<file path="src/rtl/bit_select_seq_pkg.sv">
`default_nettype none
// ============================================================================
// Module      : bit_select_seq_pkg
// Description : Shared definitions for the select unit: FSM state encoding
//               and the derived widths for the default configuration
//               (64-bit operand scanned 8 bits per cycle).
// Revision    : 1.0  initial release
// ============================================================================
package bit_select_seq_pkg;

  localparam int WIDTH_DEF = 64;
  localparam int CHUNK_DEF = 8;

  localparam int IDXW   = $clog2(WIDTH_DEF);
  localparam int NCHUNK = WIDTH_DEF / CHUNK_DEF;
  localparam int CNTW   = $clog2(CHUNK_DEF) + 1;

  typedef enum logic [1:0] {
    ST_IDLE = 2'd0,
    ST_SCAN = 2'd1,
    ST_DONE = 2'd2
  } state_t;

endpackage
`default_nettype wire

</file>
<file path="src/rtl/bit_select_seq_select_chunk.sv">
`default_nettype none
// ============================================================================
// Module      : select_chunk
// Description : Combinational per-chunk select. Counts the ones in a chunk
//               and, if the remaining index falls inside it, reports the
//               in-chunk position of that set bit.
// Ports       : bits   - chunk of the operand (LSB first)
//               r      - remaining index, truncated to CNTW bits
//               r_ovf  - remaining index is >= CHUNK (cannot hit here)
//               cnt    - number of ones in the chunk
//               hit    - target bit lies in this chunk
//               pos    - in-chunk position of the target bit (valid on hit)
// Revision    : 1.0  initial release
// ============================================================================
module select_chunk #(
  parameter int CHUNK = 8,
  parameter int CNTW  = $clog2(CHUNK) + 1
) (
  input  logic [CHUNK-1:0] bits,
  input  logic [CNTW-1:0]  r,
  input  logic             r_ovf,
  output logic [CNTW-1:0]  cnt,
  output logic             hit,
  output logic [CNTW-2:0]  pos
);

  localparam int POSW = CNTW - 1;

  logic [CNTW-1:0] w_run;

  // Prefix count: w_run holds the number of ones strictly below bit i when
  // bit i is examined, so bit i is the r-th set bit exactly when it is set
  // and that prefix equals r. At most one bit can satisfy this.
  always_comb begin
    w_run = '0;
    pos   = '0;
    for (int i = 0; i < CHUNK; i++) begin
      if (bits[i] && (w_run == r)) begin
        pos = POSW'(i);
      end
      w_run = w_run + CNTW'(bits[i]);
    end
    cnt = w_run;
  end

  // The truncated index is only meaningful when no overflow is flagged.
  assign hit = !r_ovf && (r < cnt);

endmodule
`default_nettype wire

</file>
<file path="src/rtl/bit_select_seq.sv">
`default_nettype none
// ============================================================================
// Module      : bit_select_seq
// Description : Iterative select unit (inverse of popcount). Returns the
//               position of the K-th set bit of A counting from the LSB,
//               scanning CHUNK bits per cycle with early exit on a hit.
// Ports       : clk, reset_n        - clock, async active-low reset
//               FlushE               - synchronous abort of any operation
//               Start / Ready        - request handshake (A, K sampled)
//               ResValid / ResReady  - result handshake
//               Pos, Found, TotalCnt - result, stable while ResValid=1
// Revision    : 1.0  initial release
// ============================================================================
module bit_select_seq
  import bit_select_seq_pkg::*;
#(
  parameter int WIDTH = WIDTH_DEF,
  parameter int CHUNK = CHUNK_DEF
) (
  input  logic                     clk,
  input  logic                     reset_n,
  input  logic                     FlushE,
  input  logic                     Start,
  output logic                     Ready,
  input  logic [WIDTH-1:0]         A,
  input  logic [$clog2(WIDTH)-1:0] K,
  output logic                     ResValid,
  input  logic                     ResReady,
  output logic [$clog2(WIDTH)-1:0] Pos,
  output logic                     Found,
  output logic [$clog2(WIDTH):0]   TotalCnt
);

  localparam int IDX_W   = $clog2(WIDTH);
  localparam int N_CHUNK = WIDTH / CHUNK;
  localparam int CNT_W   = $clog2(CHUNK) + 1;
  localparam int POS_W   = CNT_W - 1;
  localparam int C_W     = (N_CHUNK > 1) ? $clog2(N_CHUNK) : 1;

  state_t           r_state;
  logic [WIDTH-1:0] r_a;      // operand, shifted down one chunk per miss
  logic [IDX_W-1:0] r_rem;    // remaining index R
  logic [C_W-1:0]   r_c;      // current chunk index C
  logic [IDX_W:0]   r_n;      // ones counted in chunks already passed

  logic [CNT_W-1:0] w_cnt;
  logic             w_hit;
  logic [POS_W-1:0] w_inpos;
  logic [CNT_W-1:0] w_r_trunc;
  logic             w_r_ovf;
  logic             w_last;
  logic [IDX_W:0]   w_total;
  logic [IDX_W-1:0] w_pos;

  // Size cast covers both CHUNK < WIDTH (truncate) and CHUNK == WIDTH
  // (zero-extend); the overflow flag keeps a truncated index from hitting.
  assign w_r_trunc = CNT_W'(r_rem);
  assign w_r_ovf   = (int'(r_rem) >= CHUNK);
  assign w_last    = (int'(r_c) == N_CHUNK - 1);
  assign w_total   = r_n + (IDX_W + 1)'(w_cnt);
  assign w_pos     = IDX_W'(int'(r_c) * CHUNK) + IDX_W'(w_inpos);

  select_chunk #(
    .CHUNK (CHUNK),
    .CNTW  (CNT_W)
  ) u_select_chunk (
    .bits  (r_a[CHUNK-1:0]),
    .r     (w_r_trunc),
    .r_ovf (w_r_ovf),
    .cnt   (w_cnt),
    .hit   (w_hit),
    .pos   (w_inpos)
  );

  always_ff @(posedge clk or negedge reset_n) begin
    if (!reset_n) begin
      r_state  <= ST_IDLE;
      r_a      <= '0;
      r_rem    <= '0;
      r_c      <= '0;
      r_n      <= '0;
      Ready    <= 1'b1;
      ResValid <= 1'b0;
      Pos      <= '0;
      Found    <= 1'b0;
      TotalCnt <= '0;
    end else if (FlushE) begin
      // Abort wins over every transition, including an accept in IDLE.
      r_state  <= ST_IDLE;
      Ready    <= 1'b1;
      ResValid <= 1'b0;
    end else begin
      case (r_state)
        ST_IDLE: begin
          if (Start) begin
            r_a     <= A;
            r_rem   <= K;
            r_c     <= '0;
            r_n     <= '0;
            Ready   <= 1'b0;
            r_state <= ST_SCAN;
          end
        end
        ST_SCAN: begin
          if (w_hit) begin
            Pos      <= w_pos;
            Found    <= 1'b1;
            TotalCnt <= w_total;
            ResValid <= 1'b1;
            r_state  <= ST_DONE;
          end else if (w_last) begin
            Pos      <= '0;
            Found    <= 1'b0;
            TotalCnt <= w_total;
            ResValid <= 1'b1;
            r_state  <= ST_DONE;
          end else begin
            // Miss guarantees r_rem >= w_cnt, so no underflow.
            r_rem <= r_rem - IDX_W'(w_cnt);
            r_n   <= w_total;
            r_c   <= r_c + 1'b1;
            r_a   <= r_a >> CHUNK;
          end
        end
        ST_DONE: begin
          if (ResReady) begin
            ResValid <= 1'b0;
            Ready    <= 1'b1;
            r_state  <= ST_IDLE;
          end
        end
        default: begin
          r_state  <= ST_IDLE;
          Ready    <= 1'b1;
          ResValid <= 1'b0;
        end
      endcase
    end
  end

endmodule
`default_nettype wire

</file>
<file path="config.mk">
export PLATFORM = sky130hd
export DESIGN_NAME = bit_select_seq
export DESIGN_NICKNAME = d
export VERILOG_FILES = /design/src/rtl/bit_select_seq_pkg.sv /design/src/rtl/bit_select_seq_select_chunk.sv /design/src/rtl/bit_select_seq.sv
export SDC_FILE = /design/constraint.sdc
export NUM_CORES = 1
export LEC_CHECK = 0
export ABC_CLOCK_PERIOD_IN_PS = 5500
export CORE_MARGIN = 5
export CORE_UTILIZATION = 54
export CTS_CLUSTER_DIAMETER = 50
export DETAILED_ROUTE_END_ITERATION = 8
export HOLD_SLACK_MARGIN = 0.02
export PLACE_DENSITY = 0.9
export SETUP_SLACK_MARGIN = 0.4
export SYNTH_ARGS = -nofsm -noshare
export SYNTH_HDL_FRONTEND = slang
export SYNTH_SLANG_ARGS = --single-unit
</file>
<file path="constraint.sdc">
create_clock -name clk -period 5.5 [get_ports clk]
set_input_delay 1.375 -clock clk [delete_from_list [all_inputs] [get_ports clk]]
set_output_delay 1.375 -clock clk [all_outputs]
set_load 0.005 [all_outputs]
</file>
==> reports/metrics.cfg, run 1 <==
[floorplanning]
row_count=37
ioPinCount=91
die_h_um=111
initial_core_util_pct=54.5
die_w_um=111
dieArea_um2=12300
fp.coreArea_um2=10100

[critical_path]
endpoint=r_rem[5]
worstRegToRegCells=21
rrSetupSlack_ns=0.45
worstPathMaxFanout=30
crit_type=flop to flop
crit_path_end_kind=flop
arrival_ns=5.35
slowest_stage=fa_2
critPathMaxStageDelay_ns=0.61
timing.rr.end=r_rem[5]
required_ns=5.80
startpoint_type=flop
r2r-start=r_a[0]
cp_cell_sequence=fa_2 > ha_4 > ha_4 > ha_4 > ha_4 > ha_4 > nand2b_1 > or2_2 > nor4_1 > a311o_1 > xor2_1 > ha_1 > a21o_1 > nor4_4 > o21ai_2 > o211ai_1 > clkinv_2 > buf_4 > buf_6 > o21ai_1 > o2bb2ai_1
startpoint=r_a[0]
cp_common_cell=ha_4

[placement]
dp_slack_ns=-0.0440
gp_congestion=0.871
dpl_cell_area_um2=6480
numPortBuffers=90
dpl.hpwl_um=9320

[sta]
skew_ns=0.0158
rsz0062_at_grt=false
max_freq_ghz=0.198
worst_pin_slew_ns=0.845
drv_slew=0
finalCritPeriodShare_pct=91.8
hold_viol=0
period_needed_ns=5.05
fin_ws_ns=0.450
slew_headroom_pct=43.2
setup_viol=0
whs_ns=0.482

[drt]
drt_pass1_iterations=5
wl_per_cell_um=17.3
num_vias=4963
drt_wl_total_um=14700
drc=0
postRouteAntennaNets=0
avgViaCountPerCell=5.83
drt_iter0_markers=433

[clock_network]
cts_root_buf=clkbuf_8
cts_made_buffers=9
htree_num_levels=3
clock_path_buffers=2
clkSlewWorstSetupHoldPaths_ns=0.09
cts.sinks=98
cts_tree=done
clock_latency_ns=0.37

[flow_run]
maxCapViolations=0

[cells_and_area]
n_fill_cell=702
drive_above_1_share_pct=10.6
diodes=0
seq_area_um2=2460
fin_nets=811
fin_util_pct=69.1
multi_input_area_um2=2980
final_area_um2=7010
syn2layout_area_growth_pct=26.9

[synth]
async_reset_ff_share_pct=100
syn_nets=729
synth_area_leader_cell=dfrtp_1
syn_inst=628
avgSynthCellArea_um2=8.79
synth_edf_count=0
synth-main-ff-cell=dfrtp_1
yosysTopAreaCellShare_pct=44.0
synth_area_um2=5520
ys_seq_area_share_pct=44.4
yosysWarnings=0
synth_seq_cells=98
ys_types=65
synthTopCellsByArea=dfrtp_1, nand2_1, a31oi_1

[global_route]
gr-usage-all-layers_pct=23.1
grt_pass1_wl_um=23600
grt_max_degree=68
grt_pass1_vias=4937
antenna_found_initial=0
grt_overflow=0

[run_status]
status=complete, no violations

[hold_path]
hold_path_class=flop to flop

-- what timing repair did --
item / in CTS / in global routing
gates resized for setup: 18 / 10
pin swaps: 4 / 7
hold endpoints to repair: 0 / 0
setup endpoints to repair: 95 / 95
gates cloned: 3 / 0
hold buffers: 0 / 0
setup buffers: 5 / 8
-- worst max-delay path: cells and delay by family (launching register included) --
kind	cells	cell delay, ns
buf+inv	3	0.50
fa+ha+maj	7	2.04
flops	1	0.45
xor+xnor	1	0.17
compound gates	6	0.96
simple gates	4	0.85
-- cells in the mapped netlist, types with 4 or more instances --
library cell / n
nand2_1: 148
dfrtp_1: 97
nor2_1: 73
a31oi_1: 58
clkbuf_1: 29
ha_1: 23
xnor2_1: 19
a21oi_1: 14
buf_2: 13
a22o_1: 11
o21ai_0: 11
nand3_1: 10
inv_1: 9
nand2b_1: 9
o21ai_1: 8
xor2_1: 8
a21o_1: 6
nor2b_1: 5
and3_1: 4
o22ai_1: 4
-- cell usage in the layout (no fill, tap or decap), types with 3 or more instances in the layout --
| cell type | Yosys | layout |
|---|---|---|
| dfrtp_1 | 97 | 95 |
| a21oi_1 | 14 | 14 |
| o22ai_1 | 4 | 4 |
| buf_4 | 0 | 19 |
| ha_1 | 23 | 16 |
| buf_16 | 0 | 3 |
| nand2_1 | 148 | 148 |
| a31oi_1 | 58 | 58 |
| a22o_1 | 11 | 11 |
| o21ai_1 | 8 | 8 |
| nand3_1 | 10 | 10 |
| xor2_1 | 8 | 7 |
| o31ai_1 | 3 | 3 |
| nand2b_1 | 9 | 8 |
| nor2b_1 | 5 | 4 |
| xnor2_1 | 19 | 19 |
| o21ai_0 | 11 | 10 |
| clkdlybuf4s50_1 | 0 | 89 |
| clkbuf_8 | 0 | 12 |
| and3_1 | 4 | 4 |
| nor2_1 | 73 | 72 |
| a21o_1 | 6 | 6 |
| nand4_1 | 3 | 3 |
| xnor2_2 | 3 | 3 |
| ha_4 | 0 | 5 |
| a211oi_1 | 3 | 3 |
| inv_1 | 9 | 9 |
-- metal layers --
| layer | wire length (um) | share of wire (%) | GRT usage, % | vias to the layer above |
|---|---|---|---|---|
| li1 | - | - | - | 2336 |
| met1 | 5750 | 39 | 28.3 | 2408 |
| met2 | 7760 | 53 | 40.6 | 181 |
| met3 | 823 | 5.6 | 4.64 | 38 |
| met4 | 406 | 2.8 | 7.70 | 0 |
| met5 | 0 | 0 | 0 | - |
-- registers in the layout, indices dropped and copies added (netlist names) --
name and cells:
r_a 64, TotalCnt 7, r_n 7, Pos 6
r_rem 6, r_c 3, r_state 2, Found 1
Ready 1, ResValid 1
-- kinds of logic after synthesis --
group / Yosys count / synth area share [%]
xor+xnor: 33 / 6.18
flops: 98 / 44.4
simple gates: 272 / 20.9
fa+ha+maj: 26 / 6.30
compound gates: 141 / 17.3
mux: 5 / 0.974
buf+inv: 53 / 3.92
-- metrics by stage --
stage,setup TNS [ns],std cells
4_1_cts,0,843
2_1_floorplan,0,628
5_1_grt,0,851
3_5_place_dp,-0.327,819
6_report,0,851
3_3_place_gp,0,819
-- worst min-delay path by stage --
stage / startpoint / end / cells past startpoint
after floorplan: r_n[0] / r_n[0] / 2
after global placement: r_n[0] / r_n[0] / 2
after detailed placement: r_n[0] / r_n[0] / 2
after CTS: r_n[0] / r_n[0] / 2
after global routing: r_n[0] / r_n[0] / 2
final: r_n[0] / r_n[0] / 2
-- final cells by class --
cell class / instances / area share, %
multi-input combinational: 477 / 42.5
sequential: 98 / 35.1
timing repair buffer: 114 / 16.7
tap: 136 / 2.43
clock buffer: 12 / 2.36
inverter: 10 / 0.554
clock inverter: 4 / 0.429
Power of run 1 is not shown: default switching activity piles up to over one toggle a cycle in this logic, so the estimate is an artifact.
==> inputs of run 2 (changes only) <==
--- a/config.mk
+++ b/config.mk
@@ -5,13 +5,14 @@
 export SDC_FILE = /design/constraint.sdc
 export NUM_CORES = 1
 export LEC_CHECK = 0
+export ABC_AREA = 1
 export ABC_CLOCK_PERIOD_IN_PS = 5500
 export CORE_MARGIN = 5
 export CORE_UTILIZATION = 54
 export CTS_CLUSTER_DIAMETER = 50
 export DETAILED_ROUTE_END_ITERATION = 8
 export HOLD_SLACK_MARGIN = 0.02
-export PLACE_DENSITY = 0.9
+export PLACE_DENSITY = 0.89
 export SETUP_SLACK_MARGIN = 0.4
 export SYNTH_ARGS = -nofsm -noshare
 export SYNTH_HDL_FRONTEND = slang
==> run 2 against run 1 <==
  * Register-to-register slack better by 0.28 ns
  * Die area increased by 3.1%
  * Non-clock buffer count fell by 18
  * Synthesized area is 3.4% higher
  * Critical path depth decreased by 3
  * Cell count up 12%
  * Clock skew down 0.0045 ns
  * Count of clock-buffer cells in the layout is 2 lower
  * Sequential share of layout area increased by 0.55 points
  * Wire length is 15% lower
  * Global-route usage down 3.0 points
  * Worst hold slack got worse by 0.0050 ns
  * Highest routed layer is now met5
==> reports/metrics.cfg, run 2 <==
[run_status]
status=complete, no violations

[synth]
ys_seq_area_share_pct=43.0
ys_types=38
synth_edf_count=0
syn_inst=742
synth_area_um2=5710
async_reset_ff_share_pct=100
synthTopCellsByArea=dfrtp_1, nand2_1, o21ai_0
yosysTopAreaCellShare_pct=42.5
yosysWarnings=0
synth-main-ff-cell=dfrtp_1
syn_nets=843
synth_area_leader_cell=dfrtp_1
ys_top_cells_by_count=nand2_1, o21ai_0, dfrtp_1, inv_1, nor2_1
yosysMostFrequentCell=nand2_1
synth_seq_cells=98
avgSynthCellArea_um2=7.69

[sta]
period_needed_ns=4.77
fin_tns_setup_ns=0
setup_viol=0
slew_headroom_pct=51.8
rsz0062_at_grt=false
worst_pin_slew_ns=0.723
skew_ns=0.0113
finalCritPeriodShare_pct=86.7
max_freq_ghz=0.210
hold_viol=0
drv_slew=0

[clock_network]
cts_made_buffers=9
clkSlewWorstSetupHoldPaths_ns=0.09
clock_latency_ns=0.34
clock_path_buffers=2
cts_setup_buffers=0
cts_root_buf=clkbuf_8
ctsHoldBuffers=0
htree_num_levels=3
cts.sinks=98
cts_tree=done

[drt]
postRouteAntennaNets=0
drc=0
drt_wl_total_um=12500
drt_iter0_markers=281
avgViaCountPerCell=5.20
num_vias=4958
drt_pass1_iterations=5
wl_per_cell_um=13.1

[critical_path]
required_ns=5.71
slowest_stage=fa_1
startpoint_type=flop
cp_common_cell=ha_1
critPathMaxStageDelay_ns=0.63
worstPathMaxFanout=47
cp_cell_sequence=fa_1 > ha_1 > ha_1 > ha_1 > ha_1 > ha_1 > ha_1 > inv_1 > fa_1 > nand3_1 > nand2_1 > nor2_1 > nand3_2 > nand2_1 > a21oi_4 > buf_4 > nand3_1 > o21ai_0
crit_path_end_kind=flop
crit_type=flop to flop
path_delay_family=adder cells
cp_num_buf_inv=2
arrival_ns=4.98

[cells_and_area]
diodes=0
fin_util_pct=66.8
n_fill_cell=810
largest_reg_flops=64
reg_top3=r_a x64, TotalCnt x7, r_n x7
largest_register=r_a
fin_nets=916
drive_above_1_share_pct=8.07
syn2layout_area_growth_pct=20.7
final_common_cell=nand2_1
layout_common_cells=nand2_1, o21ai_0, dfrtp_1

[floorplanning]
die_h_um=113
die_w_um=113
initial_core_util_pct=55.3
ioPinCount=91
row_count=37
fp.coreArea_um2=10300
dieArea_um2=12700

[hold_path]
hold_path_class=flop to flop

[global_route]
gr-usage-all-layers_pct=20.1
grt_pass1_vias=4782
grt_overflow=0
antenna_found_initial=1
grt_max_degree=97
grt_pass1_wl_um=21300

[flow_run]
maxCapViolations=0

[placement]
gp_congestion=0.914
dpl.hpwl_um=9200
numPortBuffers=90

-- run 2: cell count changes in the layout (fill, tap and decap cells not counted), moves of 17 or more --
| cell | change |
|---|---|
| nand2_2 | +17 |
| nand2_1 | +64 |
| o21ai_0 | +95 |
| a31oi_1 | -34 |
| nor2_1 | -29 |
| inv_1 | +72 |
| nand3_1 | +28 |
-- run 2: path summary, 6_finish.rpt --
path | from | to | slack, ns | depth (start not counted)
min in group asynchronous | reset_n | r_a[57] | 1.09 | 1
min | ResValid | ResValid | 0.48 | 2
max reg2reg | r_a[0] | r_a[60] | 0.73 | 18
max | r_a[0] | r_a[60] | 0.73 | 18
min reg2reg | ResValid | ResValid | 0.48 | 2
max in group asynchronous | reset_n | r_a[52] | 3.42 | 2
-- run 2: per-layer routing --
| layer | vias to the layer above | GRT usage, % | routed length, um |
|---|---|---|---|
| li1 | 2519 | - | - |
| met1 | 2298 | 25.2 | 5300 |
| met2 | 125 | 35.2 | 6190 |
| met3 | 14 | 4.71 | 806 |
| met4 | 2 | 4.73 | 179 |
| met5 | - | 0 | 13 |
-- run 2: area by class of cell --
class | count | area, um2 | area share (%)
Clock buffer | 10 | 138 | 2.00
Timing Repair Buffer | 96 | 956 | 13.9
Sequential cell | 98 | 2450 | 35.6
Tap cell | 136 | 170 | 2.47
Clock inverter | 4 | 76.3 | 1.11
Multi-Input combinational cell | 523 | 2770 | 40.2
Inverter | 87 | 329 | 4.77
-- run 2: per-stage QoR --
step / instances / area [um2] / setup slack, ns / hold slack, ns
finish: 954 / 6890 / 0.732 / 0.477
global route: 954 / 6890 / 0.420 / 0.508
CTS: 954 / 6890 / 0.670 / 0.484
detailed placement: 940 / 6670 / 0.730 / 0.462
global placement: 940 / 6670 / 0.927 / 0.464
floorplan: 742 / 5710 / 1.20 / 0.459
-- run 2: kinds of logic (layout without fill, tap and decap cells) --
family	after synthesis	in the layout	share of synthesized area (%)
xor gates and xnor gates	14	14	2.41
adders and majority gates	26	26	6.09
muxes	1	1	0.197
AOI/OAI and AO/OA	149	149	13.9
buffers and inverters	121	197	8.81
and+or+nand+nor	333	333	25.6
DFF	98	98	43.0
-- run 2: tightest hold or removal path: stages (launching register included) --
cell	delay (ns)
dfrtp_1	0.35
nand2_1	0.05
nand2_1	0.05
-- run 2: what timing repair did --
item	in CTS	in global routing
resized for setup	0	1
hold endpoints to repair	0	0
endpoints found under the setup margin	0	1
Power of run 2 is left out for the same reason.
==> inputs of run 3 (changes only) <==
--- a/config.mk
+++ b/config.mk
@@ -7,6 +7,7 @@
 export LEC_CHECK = 0
 export ABC_AREA = 1
 export ABC_CLOCK_PERIOD_IN_PS = 5500
+export CAP_MARGIN = 0
 export CORE_MARGIN = 5
 export CORE_UTILIZATION = 54
 export CTS_CLUSTER_DIAMETER = 50
==> results of run 3 <==
Same layout as run 2: the final DEF is identical, and so are final timing and power.
Power of run 3 is left out for the same reason.
